--- config.mk ---
export PLATFORM = sky130hd
export DESIGN_NAME = hazard_stall_unit
export DESIGN_NICKNAME = d
export VERILOG_FILES = /design/src/rtl/hazard_stall_unit.sv
export SDC_FILE = /design/constraint.sdc
export NUM_CORES = 1
export LEC_CHECK = 0
export BUFFER_PORTS_ARGS = -buffer_cell sky130_fd_sc_hd__buf_4
export CAP_MARGIN = 15
export CORE_AREA = 8 8 49 51
export DETAILED_ROUTE_END_ITERATION = 8
export DIE_AREA = 0 0 57 59
export PLACE_DENSITY_LB_ADDON = 0.08
export SLEW_MARGIN = 40
export SYNTH_ARGS = -nofsm -noshare
export SYNTH_HDL_FRONTEND = slang
export SYNTH_SLANG_ARGS = --single-unit
--- constraint.sdc ---
create_clock -name clk -period 2.5 [get_ports clk]
set_input_delay 0.5 -clock clk [delete_from_list [all_inputs] [get_ports clk]]
set_output_delay 0.5 -clock clk [all_outputs]
set_load 0.05 [all_outputs]
--- src/rtl/hazard_stall_unit.sv ---
// Stall/bubble controller for the 5-stage MIPS pipeline: load-use, ID-branch and mult/div occupancy.
// Optional stall-cycle performance counter is built when HAZARD_PERF_EN is defined.
module hazard_stall_unit #(
  parameter int MD_LATENCY = 4,
  parameter int MD_CNT_W   = 4
) (
  input  logic       clk,
  input  logic       reset,
  input  logic [4:0] ID_RS,
  input  logic [4:0] ID_RT,
  input  logic       ID_UsesRT,
  input  logic       ID_Branch,
  input  logic       ID_MD_Start,
  input  logic       ID_MD_Read,
  input  logic [4:0] EX_WriteReg,
  input  logic       EX_RegWrite,
  input  logic       EX_MemtoReg,
  input  logic [4:0] EX_MEM_WriteReg,
  input  logic       EX_MEM_RegWrite,
  input  logic       EX_MEM_MemtoReg,
  output logic       Stall_F,
  output logic       Stall_D,
  output logic       Flush_E,
  output logic [1:0] Stall_Cause,
  output logic       MD_Busy
`ifdef HAZARD_PERF_EN
  ,output logic [31:0] Stall_Cycles
`endif
);

  typedef enum logic {MD_IDLE, MD_RUN} md_state_t;

  md_state_t             md_state;
  logic [MD_CNT_W-1:0]   md_cnt;
  logic rs_ex, rt_ex, rs_mem, rt_mem;
  logic lw_hz, br_hz, md_hz, stall, accept;

  // Register $0 never carries a real dependency.
  assign rs_ex  = (EX_WriteReg != 5'd0) && (EX_WriteReg == ID_RS);
  assign rt_ex  = (EX_WriteReg != 5'd0) && ID_UsesRT && (EX_WriteReg == ID_RT);
  assign rs_mem = (EX_MEM_WriteReg != 5'd0) && (EX_MEM_WriteReg == ID_RS);
  assign rt_mem = (EX_MEM_WriteReg != 5'd0) && ID_UsesRT && (EX_MEM_WriteReg == ID_RT);

  assign lw_hz = EX_MemtoReg && EX_RegWrite && (rs_ex || rt_ex);
  assign br_hz = ID_Branch && ((EX_RegWrite && (rs_ex || rt_ex)) ||
                               (EX_MEM_RegWrite && EX_MEM_MemtoReg && (rs_mem || rt_mem)));
  assign md_hz = (ID_MD_Start || ID_MD_Read) && (md_cnt != '0);

  assign stall   = !reset && (lw_hz || br_hz || md_hz);
  assign Stall_F = stall;
  assign Stall_D = stall;
  assign Flush_E = stall;
  assign accept  = ID_MD_Start && !stall;

  always_comb begin
    Stall_Cause = 2'b00;
    if (!reset) begin
      if (lw_hz)      Stall_Cause = 2'b01;
      else if (br_hz) Stall_Cause = 2'b10;
      else if (md_hz) Stall_Cause = 2'b11;
    end
  end

  // Occupancy FSM; md_hz keeps accept out of MD_RUN.
  always_ff @(posedge clk) begin
    if (reset) begin
      md_state <= MD_IDLE;
      md_cnt   <= '0;
      MD_Busy  <= 1'b0;
    end else begin
      case (md_state)
        MD_IDLE: if (accept) begin
          md_state <= MD_RUN;
          md_cnt   <= MD_CNT_W'(MD_LATENCY);
          MD_Busy  <= 1'b1;
        end
        MD_RUN: begin
          md_cnt <= md_cnt - MD_CNT_W'(1);
          if (md_cnt == MD_CNT_W'(1)) begin
            md_state <= MD_IDLE;
            MD_Busy  <= 1'b0;
          end
        end
        default: begin
          md_state <= MD_IDLE;
          md_cnt   <= '0;
          MD_Busy  <= 1'b0;
        end
      endcase
    end
  end

`ifdef HAZARD_PERF_EN
  always_ff @(posedge clk) begin
    if (reset)                              Stall_Cycles <= '0;
    else if (stall && Stall_Cycles != '1)   Stall_Cycles <= Stall_Cycles + 32'd1;
  end
`endif

endmodule
==> flow_metrics.py, run 1 <==
metrics = {
    "finish": {
        "antenna_cells": 0,
        "syn2layout_area_growth_pct": 66.29,
        "final_layout_size_suffix_gt1_frac": 0.5203,
        "final_nets": 157,
        "fin_cells": 140,
    },
    "floorplan": {
        "pin_count": 36,
        "die_area_um2": 3363,
        "fp.dieW_um": 57,
        "die_h_um": 59,
        "core_area_um2": 1652,
        "row_count": 15,
        "start_util": 0.4045,
    },
    "clock_tree": {
        "ctsHtreeMaxLevel": 1,
        "cts_root_buf": "clkbuf_4",
        "cts_buffer_depth": 2,
        "cts_inserted_buffers": 3,
        "cts.sinks": 6,
        "postCtsHoldBufs": 0,
        "worstSkewPairLatency_ns": 0.24,
        "clkTransAtPathRegs_ns": 0.04,
        "cts_tree": "done",
    },
    "detailed_routing": {
        "dr_total_vias": 717,
        "drtIter0Drc": 7,
        "dr.pass1.iters": 3,
        "wl_um": 1927,
        "drc_errors": 0,
        "avgRoutedWirePerCell_um": 13.76,
        "avgViaCountPerCell": 5.121,
        "ant_nets": 0,
    },
    "power": {
        "leakagePower_nw": 0.4828,
        "p_sw_w": 0.0002403,
        "comb_power_share": 0.607,
        "p_per_area_nw_per_um2": 514.9,
        "ir_drop_mv": 0.5730,
        "switching_share": 0.4200,
        "seqPwrFrac": 0.240,
        "clockPowerShare": 0.153,
        "internal_power_w": 0.0003318,
    },
    "sta": {
        "setup_viol": 1,
        "period_needed_ns": 2.531,
        "slew_headroom": 0.7610,
        "final.setup.worst_slack_ns": -0.03113,
        "hold_ws_ns": 0.4676,
        "fmax_mhz": 395.1,
        "worst_slew_pin_slew_ns": 0.3534,
        "rsz0062_at_grt": "true",
        "slew_violations": 0,
        "finalHoldViolCount": 0,
        "fin_tns_setup_ns": -0.03113,
        "finalCritPeriodShare": 1.012,
        "finalClockSkew_ns": 0.004708,
    },
    "synthesis": {
        "synth_cells": 79,
        "ys_seq_area_frac": 0.1798,
        "synth-seq-cells": 6,
        "synth-main-ff-cell": "dfxtp_1",
        "synth_top_area_share": 0.2360,
        "synthesis.nets": 111,
        "synthTopCellsByArea": "xor2_1 (24%), dfxtp_1 (18%), xnor2_1 (5.2%)",
        "async_flop_share": 0,
        "avgSynthCellArea_um2": 8.457,
        "yosysWarningCount": 0,
        "synthDistinctLibCells": 32,
        "yosysTopAreaCell": "xor2_1",
        "synth_edf_count": 0,
        "syn-cell-area_um2": 668.1,
    },
    "run": {
        "maxCapViolCount": 0,
    },
    "critical_path": {
        "end_kind": "output pin",
        "cp_max_fo": 4,
        "cp.arrival_ns": 2.03,
        "critPathMaxStageDelay_ns": 0.30,
        "path_class": "in2out",
        "cp.required_ns": 2.00,
        "crit_chain": "buf_4, xor2_1, nor4_2, a32oi_2, o22ai_2, nand2_1, a211oi_4, buf_6",
        "cpMaxStageDelayCell": "nor4_2",
        "critPathLaunchType": "primary input",
    },
    "placed_design": {
        "gp_congestion": 0.8381,
        "dp.cells": 133,
        "dp_hpwl_um": 1543,
        "place_ws_ns": -0.02026,
        "port_buffers": 35,
    },
    "worst_hold_path": {
        "hp-class": "reg2reg",
    },
    "status": {
        "status": "complete, but fails checks",
        "violations": "negative setup slack",
    },
    "grt": {
        "grt_overflow_total": 0,
        "grt_pass1_vias": 758,
        "grt_pass1_wl_um": 3063,
        "grt_max_degree": 11,
        "antenna_found_initial": 0,
        "grt_usage": 0.1088,
    },
}
==> power groups by stage <==
stage	Sequential, W	Combinational, W	Clock [W]
floorplan	0.000143	0.000218	0
global placement	0.000138	0.000314	0
detailed placement	0.000139	0.000316	0
CTS	0.000137	0.000327	0.0000889
global route	0.000141	0.000377	0.0000971
finish	0.000137	0.000347	0.0000874
==> critical path: cells and delay by family <==
kind	cells	cell delay [ns]
AOI/OAI and AO/OA	3	0.65
and+or+nand+nor	2	0.43
buffers and inverters	2	0.30
xor gates and xnor gates	1	0.15
==> sequential cells by signal, summed over array words and instances (netlist names) <==
| register | flops |
|---|---|
| md_cnt | 4 |
| md_state | 1 |
| MD_Busy | 1 |
==> metal layers <==
metal / up-vias / global-route usage / share of wire
met5: - / 0 / 0
met4: 0 / 0.01007 / 0
met2: 18 / 0.1953 / 0.52
li1: 365 / - / -
met1: 334 / 0.1156 / 0.40
met3: 0 / 0.05365 / 0.078
==> layout make-up <==
cell class	count	area (µm²)
Clock buffer	3	22.52
Sequential cell	6	120.1
Fill cell	128	540.5
Timing Repair Buffer	45	379.1
Multi-Input combinational cell	67	560.5
Tap cell	17	21.27
Inverter	2	7.507
==> what timing repair did <==
item                                    4_1_cts  5_1_grt
setup buffers                                 1        3
resized for setup                             3       16
pin swaps                                     1        6
endpoints found under the setup margin        2        5
==> synthesized netlist by cell type, types with 2 or more instances <==
cell type / n
a21oi_1: 3
a32oi_1: 2
buf_4: 2
dfxtp_1: 6
ha_1: 2
inv_1: 2
nand2_1: 7
nor2_1: 8
nor3_1: 2
o21ai_1: 2
or4_1: 2
xnor2_1: 4
xor2_1: 18
==> cells by family (layout without fill, tap and decap cells) <==
| kind of cell | count (synthesis) | count (layout) | synth area share |
|---|---|---|---|
| simple gates | 24 | 24 | 0.1910 |
| xor+xnor | 22 | 22 | 0.2884 |
| compound gates | 19 | 19 | 0.2322 |
| flops | 6 | 6 | 0.1798 |
| buf+inv | 6 | 50 | 0.07115 |
| fa+ha+maj | 2 | 2 | 0.03745 |
==> stage by stage <==
| step | utilization | cell area (µm²) | total power, W |
|---|---|---|---|
| floorplan | - | 699.4 | 0.0003602 |
| global placement | 0.5939 | 980.9 | 0.0004523 |
| detailed placement | 0.5939 | 980.9 | 0.0004547 |
| CTS | 0.6189 | 1022 | 0.0005533 |
| global route | 0.6727 | 1111 | 0.0006150 |
| finish | 0.6727 | 1111 | 0.0005721 |
==> worst paths after layout <==
| path | cells after the start | from | to | slack (ns) |
|---|---|---|---|---|
| setup / recovery | 8 | EX_WriteReg[4] | Stall_Cause[1] | -0.03 |
| hold / removal | 2 | md_cnt[1] | md_cnt[1] | 0.47 |
| setup reg to reg | 8 | md_cnt[0] | md_cnt[0] | 0.97 |
| hold reg to reg | 2 | md_cnt[1] | md_cnt[1] | 0.47 |
==> cells in the final DEF, fill, tap and decap left out, drive strengths merged <==
cell    instances
nor2            8
o21ai           3
xor2           18
nand2           7
nand2b          1
nor4b           1
o21ba           1
xnor2           4
nor3            2
a32oi           2
and4bb          1
inv             2
a211oi          1
o21bai          1
dfxtp           6
a22o            1
a21oi           4
o32ai           1
ha              2
or4             2
o22ai           1
clkbuf          3
o211ai          2
o21a            1
buf            45
nor4            2
o31a            1
(Power assumes the default switching activity.)
==> run 2: changes to the inputs <==
--- a/config.mk
+++ b/config.mk
@@ -8,6 +8,7 @@
 export BUFFER_PORTS_ARGS = -buffer_cell sky130_fd_sc_hd__buf_4
 export CAP_MARGIN = 15
 export CORE_AREA = 8 8 49 51
+export CTS_BUF_LIST = sky130_fd_sc_hd__clkbuf_16
 export DETAILED_ROUTE_END_ITERATION = 8
 export DIE_AREA = 0 0 57 59
 export PLACE_DENSITY_LB_ADDON = 0.08
==> run 2 against run 1 <==
  * The run still ends with negative setup slack left
  * Clock power rose to 2.9 times the previous value
  * Global-route usage down 0.13 points
  * Core utilization rose by 1.9 points
  * Cell count down 1.4%
  * Total power is 29% higher
  * Setup slack improved by 0.015 ns
  * Wire length down 1.8%
  * Fmax increased by 0.61%
  * Non-clock buffer count is 2 lower
  * Clock-buffer cell count is the same
  * Critical path type unchanged
  * Largest cell class unchanged
==> flow_metrics.py, run 2 (synthesized netlist as in run 1, its figures left out) <==
metrics = {
    "critical_path": {
        "cp.required_ns": 2.00,
        "timing.rr.start": "md_cnt[0]",
        "critPathCapture": "Stall_Cause[1]",
        "critPathLaunchType": "primary input",
        "startpoint": "EX_WriteReg[4]",
        "worstReg2RegEnd": "md_cnt[0]",
        "end_kind": "output pin",
        "cp_max_fo": 4,
        "rr_worst_depth": 8,
        "path_class": "in2out",
        "cp.arrival_ns": 2.02,
        "rrSetupSlack_ns": 0.95,
    },
    "clock_tree": {
        "postCtsHoldBufs": 0,
        "cts.sinks": 6,
        "cts_tree": "done",
        "ctsHtreeMaxLevel": 1,
        "cts_root_buf": "clkbuf_16",
        "cts_buffer_depth": 2,
        "worstSkewPairLatency_ns": 0.23,
        "cts_inserted_buffers": 3,
        "clkTransAtPathRegs_ns": 0.03,
    },
    "sta": {
        "finalCritPeriodShare": 1.006,
        "fmax_mhz": 397.5,
        "final.setup.worst_slack_ns": -0.01574,
        "finalHoldViolCount": 0,
        "worst_slew_pin_slew_ns": 0.3534,
        "slew_violations": 0,
        "period_needed_ns": 2.516,
        "rsz0062_at_grt": "true",
        "setup_viol": 1,
        "finalClockSkew_ns": 0.003416,
        "slew_headroom": 0.7611,
    },
    "grt": {
        "grt_pass1_wl_um": 3077,
        "grt_usage": 0.1075,
        "antenna_found_initial": 0,
        "grt_overflow_total": 0,
        "grt_max_degree": 11,
        "grt_pass1_vias": 761,
    },
    "floorplan": {
        "die_area_um2": 3363,
        "start_util": 0.4045,
        "pin_count": 36,
        "die_h_um": 59,
        "core_area_um2": 1652,
        "fp.dieW_um": 57,
        "row_count": 15,
    },
    "power": {
        "ir_drop_mv": 0.7453,
        "p_per_area_nw_per_um2": 644.4,
        "leakagePower_nw": 0.4931,
    },
    "run": {
        "maxCapViolCount": 0,
    },
    "status": {
        "violations": "negative setup slack",
        "status": "complete, but fails checks",
    },
    "finish": {
        "final_layout_size_suffix_gt1_frac": 0.5041,
        "fin_util": 0.6917,
        "largest_reg_flops": 4,
        "reg_top3": "md_cnt x4, MD_Busy x1, md_state x1",
        "layout_commonest_cell": "buf_4",
        "top_register": "md_cnt",
        "final_nets": 155,
        "layout_common_cells": "buf_4 (35), xor2_1 (17), nor2_1 (8)",
        "antenna_cells": 0,
        "syn2layout_area_growth_pct": 70.97,
        "fin_cells": 138,
    },
    "worst_hold_path": {
        "hp-class": "reg2reg",
        "min_path_cells": 2,
    },
    "detailed_routing": {
        "wl_um": 1893,
        "ant_nets": 0,
        "avgRoutedWirePerCell_um": 13.72,
        "drc_errors": 0,
        "dr_total_vias": 701,
        "dr.pass1.iters": 3,
        "drtIter0Drc": 2,
        "avgViaCountPerCell": 5.080,
    },
    "placed_design": {
        "dp_hpwl_um": 1543,
        "gp_congestion": 0.8381,
        "dp.cells": 133,
        "port_buffers": 35,
    },
}
## run 2: changes by cell type in the layout (fill, tap and decap cells not counted)
| cell | change |
|---|---|
| clkbuf_16 | +3 |
| clkbuf_4 | -3 |
| buf_4 | -1 |
| buf_8 | -1 |
| nor2_1 | +1 |
| nor2_2 | -1 |
| or4_1 | +1 |
| or4_4 | -1 |
| xor2_1 | -1 |
| xor2_2 | +1 |
## run 2: per-stage QoR
stage | cell area [µm²] | worst slack [ns] | TNS [ns] | power, W | hold slack, ns
detailed placement | 980.9 | -0.02026 | -0.02466 | 0.0004547 | 0.4591
finish | 1142 | -0.01574 | -0.01574 | 0.0007362 | 0.4658
CTS | 1067 | -0.008069 | -0.008069 | 0.0007221 | 0.4651
global route | 1142 | -0.09987 | -0.1518 | 0.0007783 | 0.4811
global placement | 980.9 | -0.006958 | -0.01199 | 0.0004523 | 0.4647
floorplan | 699.4 | -0.009035 | -0.01807 | 0.0003602 | 0.4412
## run 2: worst max-delay path: stages
cell and delay [ns]:
buf_6 0.10, xor2_1 0.16, nor4_2 0.29, a32oi_2 0.17, o22ai_2 0.24, nand2_1 0.13, a211oi_4 0.25, buf_6 0.18
## run 2: power breakdown
part	switching [W]	internal (W)	leakage, nW
combinational	0.000185	0.000159	0.406
clock	0.0000498	0.000205	0.0370
sequential	0.0000212	0.000116	0.0496
## run 2: worst min-delay path by stage
stage	to	from
after floorplan	md_cnt[1]	md_cnt[1]
after global placement	md_cnt[1]	md_cnt[1]
after detailed placement	md_cnt[1]	md_cnt[1]
after CTS	md_cnt[1]	md_cnt[1]
after global routing	MD_Busy	MD_Busy
final	md_cnt[1]	md_cnt[1]
## run 2: repair_timing
item / CTS / global route
setup endpoints to repair: 2 / 5
setup buffers: 0 / 2
pin swaps: 2 / 3
cloned: 0 / 0
gates resized for setup: 3 / 13
## run 2: final cells by class
type	instances	area [µm²]
repair buffers	43	356.6
well taps	17	21.27
flip-flops and latches	6	120.1
clock buffers	3	75.07
multi-input cells	67	561.8
fillers	138	509.2
inverters	2	7.507
## run 2: per-layer routing
layer / GRT usage / part of all wire / vias up
li1: - / - / 361
met1: 0.1193 / 0.41 / 323
met2: 0.1953 / 0.52 / 17
met3: 0.04721 / 0.071 / 0
met4: 0 / 0 / 0
met5: 0 / 0 / -
